File: src/rtl/bsg_cgol_pkg.sv
// bsg_cgol_pkg: shared serializer state type and board word-count helper
package bsg_cgol_pkg;
  typedef enum logic {eIdle, eSend} bsg_cgol_ser_state_e;
  function automatic int num_words(input int board_width, input int data_width, input bit checksum);
    return (board_width * board_width + data_width - 1) / data_width + (checksum ? 1 : 0);
  endfunction
endpackage

File: src/rtl/bsg_cgol_xor_accum.sv
// bsg_cgol_xor_accum: XOR accumulator with clear (priority) and enable
module bsg_cgol_xor_accum #(
  parameter int width_p = 32
) (
  input  logic               clk_i,
  input  logic               reset_n_i,
  input  logic               clr_i,
  input  logic               en_i,
  input  logic [width_p-1:0] data_i,
  output logic [width_p-1:0] sum_o
);
  always_ff @(posedge clk_i or negedge reset_n_i)
    if (!reset_n_i) sum_o <= '0;
    else if (clr_i) sum_o <= '0;
    else if (en_i) sum_o <= sum_o ^ data_i;
endmodule

File: src/rtl/bsg_cgol_output_serializer.sv
// bsg_cgol_output_serializer: captures one board and streams it out as data_width_p-bit words
// Define BSG_CGOL_OUT_CHECKSUM_EN to append an XOR checksum word after the data words.
module bsg_cgol_output_serializer
  import bsg_cgol_pkg::*;
#(
  parameter int board_width_p = 32,
  parameter int data_width_p  = 32
) (
  input  logic                                   clk_i,
  input  logic                                   reset_n_i,
  input  logic [board_width_p*board_width_p-1:0] board_i,
  input  logic                                   board_v_i,
  output logic                                   board_yumi_o,
  output logic [data_width_p-1:0]                data_o,
  output logic                                   v_o,
  input  logic                                   ready_i,
  output logic                                   last_o
);
`ifdef BSG_CGOL_OUT_CHECKSUM_EN
  localparam bit checksum_lp = 1'b1;
`else
  localparam bit checksum_lp = 1'b0;
`endif
  localparam int data_words_lp = num_words(board_width_p, data_width_p, 1'b0);
  localparam int num_words_lp  = num_words(board_width_p, data_width_p, checksum_lp);
  localparam int sr_w_lp       = data_words_lp * data_width_p;
  localparam int cnt_w_lp      = $clog2(num_words_lp + 1);
  bsg_cgol_ser_state_e state;
  logic [sr_w_lp-1:0]  sr;
  logic [cnt_w_lp-1:0] cnt;
  logic                send, hs, last_w;
  assign send         = state == eSend;
  assign hs           = send & ready_i;
  assign last_w       = cnt == cnt_w_lp'(num_words_lp - 1);
  assign board_yumi_o = reset_n_i & board_v_i & (~send | (hs & last_w));
  assign v_o          = send;
  assign last_o       = send & last_w;
  // shift register is padded to whole words so the tail of the last data word shifts in as zero
  always_ff @(posedge clk_i or negedge reset_n_i)
    if (!reset_n_i) begin
      state <= eIdle;
      cnt   <= '0;
      sr    <= '0;
    end else if (board_yumi_o) begin
      state <= eSend;
      cnt   <= '0;
      sr    <= sr_w_lp'(board_i);
    end else if (hs) begin
      state <= last_w ? eIdle : eSend;
      cnt   <= cnt + cnt_w_lp'(1);
      sr    <= sr >> data_width_p;
    end
`ifdef BSG_CGOL_OUT_CHECKSUM_EN
  logic [data_width_p-1:0] sum;
  bsg_cgol_xor_accum #(.width_p(data_width_p)) accum (
    .clk_i    (clk_i),
    .reset_n_i(reset_n_i),
    .clr_i    (board_yumi_o),
    .en_i     (hs & ~last_w),
    .data_i   (sr[data_width_p-1:0]),
    .sum_o    (sum)
  );
  assign data_o = last_w ? sum : sr[data_width_p-1:0];
`else
  assign data_o = sr[data_width_p-1:0];
`endif
endmodule

File: config.mk
export PLATFORM = sky130hd
export DESIGN_NAME = bsg_cgol_output_serializer
export DESIGN_NICKNAME = d
export VERILOG_FILES = /design/src/rtl/bsg_cgol_pkg.sv /design/src/rtl/bsg_cgol_xor_accum.sv /design/src/rtl/bsg_cgol_output_serializer.sv
export SDC_FILE = /design/constraint.sdc
export NUM_CORES = 2
export LEC_CHECK = 0
export CAP_MARGIN = 20
export CELL_PAD_IN_SITES_DETAIL_PLACEMENT = 0
export CELL_PAD_IN_SITES_GLOBAL_PLACEMENT = 2
export CORE_AREA = 2 2 416 418
export CTS_BUF_LIST = sky130_fd_sc_hd__clkbuf_16
export CTS_CLUSTER_SIZE = 8
export DETAILED_ROUTE_END_ITERATION = 7
export DIE_AREA = 0 0 418 420
export PLACE_DENSITY_LB_ADDON = 0.1
export SETUP_SLACK_MARGIN = 0.15
export SYNTH_ARGS = -nofsm -noshare
export SYNTH_HDL_FRONTEND = slang
export SYNTH_HIERARCHICAL = 1
export SYNTH_SLANG_ARGS = --single-unit
File: constraint.sdc
create_clock -name clk_i -period 2.6 [get_ports clk_i]
set_input_delay 0.52 -clock clk_i [delete_from_list [all_inputs] [get_ports clk_i]]
set_output_delay 0.52 -clock clk_i [all_outputs]
set_load 0.05 [all_outputs]
# == Yosys cells after proc, flatten, opt, wreduce, memory -nomap -nowiden ==
# Cells that the tools add are included.
# totals
register_bits,1031
output_inout_bits,35
# op_classes
n_addsub,1
eq_ne,1
mux,7
n_bitwise,7
reduce_logical,1
# op_table
op,n
$mux 1024,2
$mux 6,2
$add 6x1->6 const B,1
$eq 6x5->1 const B,1
$and 1x1->1,5
$mux 1,3
$reduce_bool 2->1,1
$not 1->1,1
$or 1x1->1,1

# == Logic depth before layout (Yosys ltp) ==
# logic_depth
word_depth,5
mapped_depth,8
mapped_depth_nobuf,5

# == Least setup slack after synthesis ==
# Ideal clock, no wire load.
# synth_timing
path_type,register -> output
start,reg state (netlist: v_o)
end,out board_yumi_o
t_arrival_ps,1819
required_time_ps,2080
slack_ps,261
stages_incl_launch_ff,7
path_cell_list,dfrtp_1 buf_4 o22a_1 buf_2 buf_6 buf_6 inv_1
# synth_via
elab_chain_len,4
elab_cells_between_ends,5
cone_classes,5 x bitwise
# synth_lines
element,line,source
"start, declared",bsg_cgol_output_serializer.sv:28,bsg_cgol_ser_state_e state;
"start signal, assigned",bsg_cgol_output_serializer.sv:41,state <= eIdle;
"start signal, assigned",bsg_cgol_output_serializer.sv:45,state <= eSend;
"start signal, assigned",bsg_cgol_output_serializer.sv:49,state <= last_w ? eIdle : eSend;
$and 1x1->1,bsg_cgol_output_serializer.sv:33,assign hs = send & ready_i;
$and 1x1->1,bsg_cgol_output_serializer.sv:35,assign board_yumi_o = reset_n_i & board_v_i & (~send | (hs & last_w));
$or 1x1->1 (*),bsg_cgol_output_serializer.sv:35,
$and 1x1->1 (*),bsg_cgol_output_serializer.sv:35,
"end, declared",bsg_cgol_output_serializer.sv:13,"output logic board_yumi_o,"
# Every way passes the cells marked *; elsewhere a longest branch is shown, timed or not.

# == Worst setup path in the final report ==
# layout_timing
start,reg cnt[1]
end,out board_yumi_o
# layout_via
elab_chain_len,4
# layout_lines
element,line,source
"start, declared",bsg_cgol_output_serializer.sv:30,logic [cnt_w_lp-1:0] cnt;
"start signal, assigned",bsg_cgol_output_serializer.sv:50,cnt <= cnt + cnt_w_lp'(1);
$eq 6x5->1,bsg_cgol_output_serializer.sv:34,assign last_w = cnt == cnt_w_lp'(num_words_lp - 1);
$and 1x1->1,bsg_cgol_output_serializer.sv:35,
$or 1x1->1,bsg_cgol_output_serializer.sv:35,
$and 1x1->1,bsg_cgol_output_serializer.sv:35,
# Every way passes these cells.

==> run_results.csv <==
group,metric,value,unit
global_routing,use_met1,23.3,%
timing,holdWs,0.195,ns
worst_hold_path,hold_path_class,"input port to flip-flop",
clock_network,cts.sinks,1031,
critical_path,worstPathRequired,2.08,ns
placed_design,hpwl,156000,um
timing,skew,0.0291,ns
finish,stdcell_area,69500,um^2
power,irDropWorstVdd,0.594,mV
synth,yosysWarnings,6,
die,initial_utilization,30.0,%
drt,drtPass1Iterations,4,
finish,fillers,16200,
critical_path,arrival,1.91,ns
critical_path,r2r_slack,0.40,ns
worst_hold_path,hold_depth,4,
synth,netlist_instances,3465,
placed_design,place_congestion,0.828,
synth,synth_top_area_share,50.3,%
timing,worst_pin_slew,1.07,ns
timing,period_share,93.6,%
timing,setup_viol,0,
timing,layout_min_cycle_time,2.43,ns
power,p_leak,32.6,nW
worst_hold_path,hp-start,"reset_n_i",
drt,via_per_inst,4.81,
timing,final-hold-violation-count,0,
synth,ys_seq_area_share,50.3,%
die,die_w,418,um
synth,syn-cell-area,51300,um^2
critical_path,path_class,"flip-flop to primary output",
timing,rsz0062_at_grt,"yes",
global_routing,antenna_found_initial,189,
critical_path,worstRegToRegCells,7,
timing,relSlewSlack,29.0,%
global_routing,grt_overflow,0,
clock_network,clk_pin_slew,0.06,ns
die,die_area,176000,um^2
drt,routed_wl,198000,um
run_status,status,"finished, final reports clean",
finish,nNetsFinal,5626,
die,num_io_pins,1063,
timing,fmax,411,MHz
flow_run,maxCapViolCount,0,
synth,synth.distinct_cells,29,
synth,syn_nets,4494,
finish,drive_gt1_share,51.9,%
finish,seq_area,25800,um^2
global_routing,grt_use_met3,6.91,%
critical_path,start_kind,"flip-flop",
die,die_h,420,um
finish,layout_commonest_cell,"mux2_2",
clock_network,cts-root-buf,"clkbuf_16",
global_routing,grt_pass1_vias,35900,
drt,drtIter0Drc,1330,
finish,multi_input_area,23600,um^2
placed_design,portBuffers,1062,
global_routing,grt_max_degree,150,
global_routing,grtUsageTotal,22.3,%
global_routing,grt_busiest_layer,"met2",
synth,synthTopCellsByArea,"dfrtp_1 50%, mux2_2 44%, buf_6 1.9%, buf_2 1.2%, a21bo_2 0.62%",
clock_network,htree_levels,4,
clock_network,cts_tree,"done",
finish,final_cell_mix,"1984 x mux2_2, 1027 x dfrtp_1, 1025 x clkdlybuf4s50_1",
global_routing,grt_first_pass_wirelength,277000,um
finish,area_growth,35.5,%
placed_design,dpl_cell_area,65400,um^2
die,coreArea,171000,um^2
drt,num_vias,33100,
clock_network,clk_latency,0.75,ns
critical_path,regToRegEndpoint,"sr[779]$_DFFE_PN0P_",
critical_path,crit_start,"cnt[1]$_DFFE_PN0P_",
finish,final_util,40.7,%
synth,synth_top_area_cell,"dfrtp_1",
critical_path,endpoint_kind,"primary output",
drt,detail_route.wl_per_cell,28.8,um
timing,tns,0,ns
synth,avgSynthCellArea,14.8,um^2
critical_path,r2r-start,"cnt[0]$_DFFE_PN0P_",
clock_network,clock_path_buffers,3,
clock_network,cts_made_buffers,148,
worst_hold_path,hold_path_end,"cnt[5]$_DFFE_PN0P_",
drt,drc,0,
synth,ys_seq_elements,1031,
drt,ant_nets,0,
timing,maxSlewViolCount,0,
critical_path,critPathMaxFanout,3,
global_routing,grt_util_met2,42.3,%
die,rows,152,
power,powerDensity,826,nW/um^2
cell usage after synthesis:
cell type  number
clkbuf_1       23
nand4b_1        1
and3_1          4
o31ai_1         1
a21bo_2        32
a221o_1        32
nand4_1         4
a22o_1          1
mux2_2       1984
nor3_1          1
and3b_1         1
buf_2         122
o21ai_0         4
and4_1          1
dfrtp_1      1031
nand2_1         3
or3_1           1
a31oi_1         1
a21oi_1        37
ha_1            1
buf_4          34
buf_1          17
o22a_1          1
nor2b_1         2
nor2_1          3
buf_6          85
nand3_1        35
inv_1           2
mux2i_1         1
kinds of logic after synthesis:
kind of cell / after synthesis / share of synthesized area [%]
simple gates: 56 / 0.580
flops: 1031 / 50.3
compound gates: 109 / 1.71
fa+ha+maj: 1 / 0.0244
mux: 1985 / 43.6
buf+inv: 283 / 3.86
registers in the layout (all words and copies together) (netlist names):
signal  flops
v_o         1
sr       1024
cnt         6
cell type report:
class / instances / share of cell area (%)
flip-flops and latches: 1031 / 37.1
clock inverters: 23 / 0.256
repair buffers: 1263 / 19.1
diodes: 39 / 0.140
well taps: 2233 / 4.02
multi-input cells: 2151 / 33.9
clock buffers: 151 / 5.43
inverters: 2 / 0.0144
critical path: stages (launching register included):
cell,delay (ns)
dfrtp_1,0.39
ha_4,0.16
nand4b_1,0.16
o22a_4,0.25
inv_4,0.07
buf_12,0.14
power breakdown:
| group | leakage, nW | switching [mW] | internal [mW] |
|---|---|---|---|
| sequential | 13.8 | 3.83 | 21.2 |
| combinational | 16.8 | 4.85 | 9.91 |
| clock | 1.98 | 7.37 | 10.2 |
| total | 32.6 | 16.1 | 41.4 |
through the flow:
step	setup slack, ns	power [mW]	std cells
3_5_place_dp	-0.0114	40.6	6674
2_1_floorplan	0.261	34.5	3465
6_report	0.166	57.4	6893
4_1_cts	0.0270	58.5	6852
3_3_place_gp	0.0181	40.1	6674
5_1_grt	0.0560	60.7	6881
how the worst max path moves through the flow:
stage                     cells after the start             endpoint  slack [ns]
after floorplan                               6         board_yumi_o        0.26
after global placement                        6  sr[621]$_DFFE_PN0P_        0.02
after detailed placement                      6  sr[779]$_DFFE_PN0P_       -0.01
after CTS                                     5         board_yumi_o        0.03
after global routing                          5         board_yumi_o        0.06
final                                         5         board_yumi_o        0.17
per-layer routing:
| layer | part of all wire (%) | up-vias | wire, um |
|---|---|---|---|
| li1 | - | 14900 | - |
| met1 | 36 | 16700 | 71000 |
| met2 | 55 | 893 | 109000 |
| met3 | 6.2 | 474 | 12300 |
| met4 | 2.8 | 128 | 5470 |
| met5 | 0.38 | - | 753 |
repair_timing:
action / CTS / global route
resized for setup: 42 / 3
setup endpoints to repair: 35 / 2
hold buffers: 1 / 0
pin swaps: 1 / 2
buffers inserted: 3 / 2
hold endpoints to repair: 93 / 0
No activity file was read; power rests on OpenSTA's default activity.
